### src/rtl/mem_ctrl.sv
// Burst memory controller that drives the 512x32 single-port ram block.
// Reads assume one clock of RAM latency; writes pass beat data straight through to the RAM.
module mem_ctrl #(
   parameter int ADDR_W = 9,
   parameter int DATA_W = 32,
   parameter int LEN_W  = 4
) (
   input  logic              clock,
   input  logic              clear,
   input  logic              req,
   input  logic              we,
   input  logic [ADDR_W-1:0] start_addr,
   input  logic [LEN_W-1:0]  len,
   output logic              busy,
   input  logic [DATA_W-1:0] wdata,
   input  logic              wdata_valid,
   output logic              wdata_ready,
   output logic [DATA_W-1:0] rdata,
   output logic              rdata_valid,
   output logic              done,
   output logic              ram_read,
   output logic              ram_write,
   output logic [ADDR_W-1:0] ram_addr,
   output logic [DATA_W-1:0] ram_wdata,
   input  logic [DATA_W-1:0] ram_rdata
);

   typedef enum logic [2:0] {
      IDLE,
      RD_RUN,
      RD_DRAIN,
      WR_RUN,
      DONE
   } state_t;

   localparam logic [LEN_W:0] LAST_WORD = {{LEN_W{1'b0}}, 1'b1};

   state_t            state;
   state_t            nextState;
   logic [ADDR_W-1:0] cur_addr;
   logic [LEN_W:0]    remaining;
   logic [1:0]        cap_pipe;
   logic              issue;
   logic              beat;

   // State register; clear abandons any burst in flight without a done pulse.
   always_ff @(posedge clock or posedge clear) begin
      if (clear) begin
         state <= IDLE;
      end else begin
         state <= nextState;
      end
   end

   // Next-state and RAM strobes; strobes only leave zero while a read issues or a write beat lands.
   always_comb begin
      nextState   = state;
      busy        = (state != IDLE);
      issue       = 1'b0;
      beat        = 1'b0;
      wdata_ready = 1'b0;
      done        = 1'b0;
      ram_read    = 1'b0;
      ram_write   = 1'b0;
      ram_addr    = '0;
      ram_wdata   = '0;
      case (state)
         IDLE: begin
            if (req) begin
               nextState = we ? WR_RUN : RD_RUN;
            end
         end
         RD_RUN: begin
            issue    = 1'b1;
            ram_read = 1'b1;
            ram_addr = cur_addr;
            if (remaining == LAST_WORD) begin
               nextState = RD_DRAIN;
            end
         end
         RD_DRAIN: begin
            if (!cap_pipe[0]) begin
               nextState = DONE;
            end
         end
         WR_RUN: begin
            wdata_ready = 1'b1;
            if (wdata_valid) begin
               beat      = 1'b1;
               ram_write = 1'b1;
               ram_addr  = cur_addr;
               ram_wdata = wdata;
               if (remaining == LAST_WORD) begin
                  nextState = DONE;
               end
            end
         end
         DONE: begin
            done      = 1'b1;
            nextState = IDLE;
         end
         default: begin
            nextState = IDLE;
         end
      endcase
   end

   // Burst address and word counter; the address wraps naturally at 2^ADDR_W.
   always_ff @(posedge clock or posedge clear) begin
      if (clear) begin
         cur_addr  <= '0;
         remaining <= '0;
      end else if (state == IDLE && req) begin
         cur_addr  <= start_addr;
         remaining <= {1'b0, len} + LAST_WORD;
      end else if (issue || beat) begin
         cur_addr  <= cur_addr + ADDR_W'(1);
         remaining <= remaining - LAST_WORD;
      end
   end

   // cap_pipe[0] marks the cycle the RAM presents an issued word; cap_pipe[1] marks rdata holding it.
   always_ff @(posedge clock or posedge clear) begin
      if (clear) begin
         cap_pipe <= '0;
         rdata    <= '0;
      end else begin
         cap_pipe <= {cap_pipe[0], issue};
         if (cap_pipe[0]) begin
            rdata <= ram_rdata;
         end
      end
   end

   assign rdata_valid = cap_pipe[1];

endmodule

### config.mk
export PLATFORM = sky130hd
export DESIGN_NAME = mem_ctrl
export DESIGN_NICKNAME = d
export VERILOG_FILES = /design/src/rtl/mem_ctrl.sv
export SDC_FILE = /design/constraint.sdc
export NUM_CORES = 1
export LEC_CHECK = 0
export CORE_MARGIN = 2
export CORE_UTILIZATION = 37
export DETAILED_ROUTE_END_ITERATION = 8
export GPL_TIMING_DRIVEN = 0
export PLACE_DENSITY = 0.81
export SYNTH_ARGS = -nofsm -noshare
export SYNTH_HDL_FRONTEND = slang
export SYNTH_SLANG_ARGS = --single-unit
### constraint.sdc
create_clock -name clock -period 1.9 [get_ports clock]
set_clock_uncertainty 0.2 [all_clocks]
set_input_delay 0.19 -clock clock [delete_from_list [all_inputs] [get_ports clock]]
set_output_delay 0.19 -clock clock [all_outputs]
set_load 0.01 [all_outputs]
# Word-level counts from Yosys, hierarchy flattened
# Cells that the tools add are included.
op_classes:
  reduce_logical: 6
  n_mux: 20
  eq_ne: 10
  n_addsub: 3
op_table:
  columns: ["cell", "n"]
  rows:
  - ["32-bit two-way mux", 2]
  - ["9-bit two-way mux", 3]
  - ["9-bit one-hot mux with 2 select lines", 1]
  - ["3-bit two-way mux", 5]
  - ["3-bit one-hot mux with 4 select lines", 1]
  - ["5-bit two-way mux", 2]
  - ["2-bit != test (second input constant)", 5]
  - ["9-bit by 1-bit adder with 9-bit output (second input constant)", 1]
  - ["3-bit by 2-bit == test with 1-bit output (second input constant)", 2]
  - ["4-bit by 1-bit adder with 5-bit output (second input constant)", 1]
  - ["5-bit by 1-bit == test with 1-bit output (second input constant)", 1]
  - ["1-bit two-way mux", 5]
  - ["5-bit AND reduction", 1]
  - ["5-bit by 1-bit subtractor with 5-bit output (second input constant)", 1]
  - ["3-bit by 1-bit == test with 1-bit output (second input constant)", 1]
  - ["3-bit == test (second input constant)", 1]
  - ["3-bit logical NOT", 1]
  - ["3-bit nonzero test", 1]
  - ["2-bit two-way mux", 1]
  - ["2-bit nonzero test", 1]
  - ["1-bit logical AND", 1]
  - ["1-bit logical OR", 1]
totals:
  in_bits: 82
  regBits: 51
  output_inout_bits: 79

# Longest topological paths before layout
logic_depth:
  ltp_word: 5
  ltp_mapped: 6

# Worst setup path before layout
# OpenSTA, ideal clock, no wires.
synth_timing:
  path_kind: "register to register"
  start: "reg remaining[1]"
  end: "reg state[0]"
  path_buffers: 0
  slack_ns: 0.231
  path_stages_with_launch: 7
  t_arrival_ns: 1.350
  path_cell_list: "dfrtp_1 > inv_1 > ha_1 > inv_1 > o41ai_1 > a21oi_1 > o21a_1"
synth_via:
  elab_chain_cells: 3
synth_rtl:
  columns: ["element", "line", "rtl"]
  rows:
  - ["start: declaration", "41", "logic [LEN_W:0] remaining;"]
  - ["start signal: assignment", "115", "remaining <= {1'b0, len} + LAST_WORD;"]
  - ["start signal: assignment", "118", "remaining <= remaining - LAST_WORD;"]
  - ["5-bit by 1-bit == test with 1-bit output (*)", "77, 93", null]
  - ["2-bit != test (no line)", null, null]
  - ["5-bit AND reduction (no line) (*)", null, null]
  - ["end signal: assignment", "51", "state <= nextState;"]
  - ["end: declaration", "38", "state_t state;"]
# Mark *: on every way between the ends. The rest lies on a longest branch, timed or not.
# A chain may end at the register's enable or synchronous reset.

# Worst setup path after layout
layout_timing:
  start: "reg state[1]"
  end: "out ram_wdata[3]"
layout_via:
  elab_chain_cells: 2
layout_rtl:
  columns: ["element", "line", "rtl"]
  rows:
  - ["3-bit by 2-bit == test with 1-bit output", "67", "case (state)"]
  - ["32-bit two-way mux", "67", null]
  - ["end: declaration", "24", "output logic [DATA_W-1:0] ram_wdata,"]
# No other way between the ends.

==> summary.md <==
| Metric | Value |
|---|---|
| Final Net Count | about 520 |
| Die area | between 7000 and 8000 um2 |
| Slew of the pin with the lowest slew margin | about 0.54 ns |
| Max Clk Rate | 499 MHz |
| Total CTS buffers | 5 |
| Leakage | roughly 2.1 nW |
| TritonCTS clock tree | done |
| Endpoint required time on the critical path | between 1.5 and 2 ns |
| Gate count of the mapped netlist | between 200 and 250 |
| Share of async-settable or async-resettable flops after synthesis | 100% |
| Worst setup slack after layout | -0.106 ns |
| Average vias per placed instance | around 4.8 |
| DP Cell Count | 492 |
| Leading cell type in the layout, fill and taps excluded | sky130_fd_sc_hd__clkdlybuf4s50_1 |
| Clock network latency to the later pin of the worst-skew pair | 0.31 ns |
| Nature of the critical path endpoint | primary output |
| Worst max-slew margin expressed relative to the limit | 64.1% |
| Data arrival time of the critical path | about 1.6 ns |
| Number of max-slew violations in the final report | 0 |
| DRC Markers | 0 |
| CTS H-tree lvls | 2 |
| Highest-count cells in the layout ignoring fill and taps | sky130_fd_sc_hd__clkdlybuf4s50_1 (114), sky130_fd_sc_hd__dfrtp_1 (49), sky130_fd_sc_hd__buf_2 (39) |
| Initial DRC Count | about 220 |
| Half-perimeter wire length of the detailed placement result | between 5000 and 6000 um |
| Final clock period utilization by the worst path | 106% |
| Utilization after layout | approximately two thirds |
| Number of global-route vias before repair | about 2500 |
| Maximum root-to-sink buffer count | 2 |
| Fraction of final layout cells sized beyond drive strength 1 | 33.7% |
| Wire length of the first global-routing pass | approximately 12000 um |
| Worst vdd ir | 874 uV |
| EDFF count, synth | 0 |
| Cell Rows | 30 |
| Port Buffers | 160 |
| Final worst hold slack | between 0.04 and 0.05 ns |
| Starting utilization of the core area | between 30% and 40% |
| DRT Wirelength | 8100 um |
| Largest net degree at the start of global routing | 29 |
| Die height | 87.7 um |
| Count of cell types in the netlist | 36 |
| Count of placed standard cells in the final layout, fillers left out | around 530 |
| Failing checks | negative setup slack |
| Flops & latches, synth | a little over 50 |
| Sinks on the clock net | about 50 |
| Number of maximum-capacitance constraint violations | 0 |
| Final standard cell area without fillers | ~4600 um2 |
| Drt pass-1 iters | 4 |
| Worst min-delay path class | input port to asynchronous set/reset pin |
| # IOs | ~160 |
| Post-route ant nets | 0 |
| Die span in x | approximately 90 um |
| RSZ-0062 raised after global routing | true |
| Top fanout value on the critical path | 5 |
| Worst Setup Slack post-DPL | -0.442 ns |
| Aggregate global routing overflow | 0 |
| Final min period | around 2.0 ns |
| Mean instance size in the synthesized netlist | 11.0 um2 |
| Antenna violations before repair | 0 |
| Total track usage | between 20% and 30% |
| Startpoint types | flop |
| Clock transition at the register clock pins on the worst setup and hold paths after CTS | 0.10 ns |
| Setup Crit Path Kind | flop to primary output |
| FF-to-FF Start | state[1] |
| Mean routed wirelength per cell | around 15 um |
| Global placement routability congestion | a little over 0.8 |
| Yosys synthesis warning count | 0 |
| Floorplan core area | between 6000 and 7000 um2 |
| Status | finished with violations |
| Sequential fraction of the synthesis area | 49.2% |
| Reg-to-Reg End | cur_addr[7] |
| Antenna diodes | 0 |
| Cell area after synthesis | 2590 um2 |
| Placed standard-cell area | ~4300 um2 |
| Most used flip-flop cell after synthesis | sky130_fd_sc_hd__dfrtp_1 |
| Setup slack of the most critical reg-to-reg path | -0.02 ns |
| Area growth from synthesis to final layout | 78.1% |
| Total setup violations reported at the end of the flow | 27 |
| Final hold violation count | 0 |
| Post-Syn Nets | 321 |
| Root Buffer Master | sky130_fd_sc_hd__clkbuf_8 |
| Worst R2R Path Depth | 7 |
| Power per Cell Area | about 1500 nW/um2 |
| Vias post-DR | approximately 2500 |
[repair_timing]
action	4_1_cts	5_1_grt
gates cloned	3	2
gates resized for setup	186	45
hold buffers	0	0
setup buffers	18	5
endpoints found under the setup margin	46	50
pin swaps	2	6
[sequential cells by signal, indices dropped and copies added, names as in the netlist]
register and count:
remaining 5, rdata 32, cur_addr 9, state 3
cap_pipe 2
[worst max-delay path by stage]
stage | start | end | slack (ns) | depth (start not counted)
2_1_floorplan | remaining[1] | state[0] | 0.23 | 6
3_3_place_gp | clear | rdata[31] | -0.74 | 2
3_5_place_dp | wdata_valid | ram_addr[5] | -0.44 | 6
4_1_cts | state[2] | ram_wdata[18] | -0.14 | 5
5_1_grt | state[1] | ram_wdata[3] | -0.16 | 7
6_report | state[1] | ram_wdata[3] | -0.11 | 7
[synthesized netlist by cell type (2+ instances only)]
library cell / n / area, um2
sky130_fd_sc_hd__o21ai_0: 9 / 45.0
sky130_fd_sc_hd__nand3_1: 3 / 15.0
sky130_fd_sc_hd__a21oi_1: 8 / 40.0
sky130_fd_sc_hd__buf_2: 4 / 20.0
sky130_fd_sc_hd__ha_1: 4 / 50.1
sky130_fd_sc_hd__and3_1: 15 / 93.8
sky130_fd_sc_hd__a31oi_1: 2 / 12.5
sky130_fd_sc_hd__and2_1: 37 / 231
sky130_fd_sc_hd__xnor2_1: 5 / 43.8
sky130_fd_sc_hd__nand4_1: 5 / 31.3
sky130_fd_sc_hd__buf_4: 4 / 30.0
sky130_fd_sc_hd__mux2_2: 32 / 360
sky130_fd_sc_hd__nor3b_1: 2 / 15.0
sky130_fd_sc_hd__mux2i_1: 2 / 20.0
sky130_fd_sc_hd__nor2_1: 6 / 22.5
sky130_fd_sc_hd__dfrtp_1: 51 / 1280
sky130_fd_sc_hd__nand2_1: 10 / 37.5
sky130_fd_sc_hd__inv_1: 5 / 18.8
sky130_fd_sc_hd__clkbuf_2: 3 / 15.0
sky130_fd_sc_hd__xor2_1: 8 / 70.1
sky130_fd_sc_hd__nor3_1: 2 / 10.0
sky130_fd_sc_hd__clkbuf_1: 4 / 15.0
[logic make-up after synthesis]
kind of cell	synth area share [%]
adders and majority gates	1.93
AOI/OAI and AO/OA	5.64
buffers and inverters	4.24
xor gates and xnor gates	4.39
and+or+nand+nor	20.0
muxes	14.7
DFF	49.2
[through the flow]
step | setup TNS (ns) | power (mW)
finish | -1.25 | 6.89
detailed placement | -15.04 | 5.61
floorplan | 0 | 3.83
global route | -3.20 | 7.32
CTS | -2.16 | 6.66
global placement | -51.47 | 5.50
[layer usage]
layer  GRT usage [%]  vias to the layer above  part of all wire, %
met1            22.2                     1185                   38
met5               0                        -                    0
met2            36.4                      126                   50
met4            5.73                        0                  2.2
li1                -                     1183                    -
met3            6.69                       18                  9.6
[final cells by class]
type	count	area (um2)
Inverter	5	18.8
Tap cell	96	120
Timing Repair Buffer	189	1690
Sequential cell	51	1280
Clock inverter	2	38.8
Multi-Input combinational cell	163	1270
Buffer	14	120
Clock buffer	6	82.6
Fill cell	545	2170
[power by group]
| part | internal [mW] | switching [mW] |
|---|---|---|
| Combinational | 2.39 | 1.66 |
| Clock | 0.434 | 0.381 |
| Sequential | 1.65 | 0.373 |
| Total | 4.47 | 2.42 |
[worst max-delay path, cell delays in order, from the launching register on]
cell	delay [ns]
sky130_fd_sc_hd__dfrtp_2	0.42
sky130_fd_sc_hd__nor2b_4	0.13
sky130_fd_sc_hd__and3_4	0.19
sky130_fd_sc_hd__buf_6	0.12
sky130_fd_sc_hd__buf_8	0.11
sky130_fd_sc_hd__buf_6	0.10
sky130_fd_sc_hd__and2_4	0.12
sky130_fd_sc_hd__buf_6	0.11
Note: power is estimated with default switching activity, not from simulation.
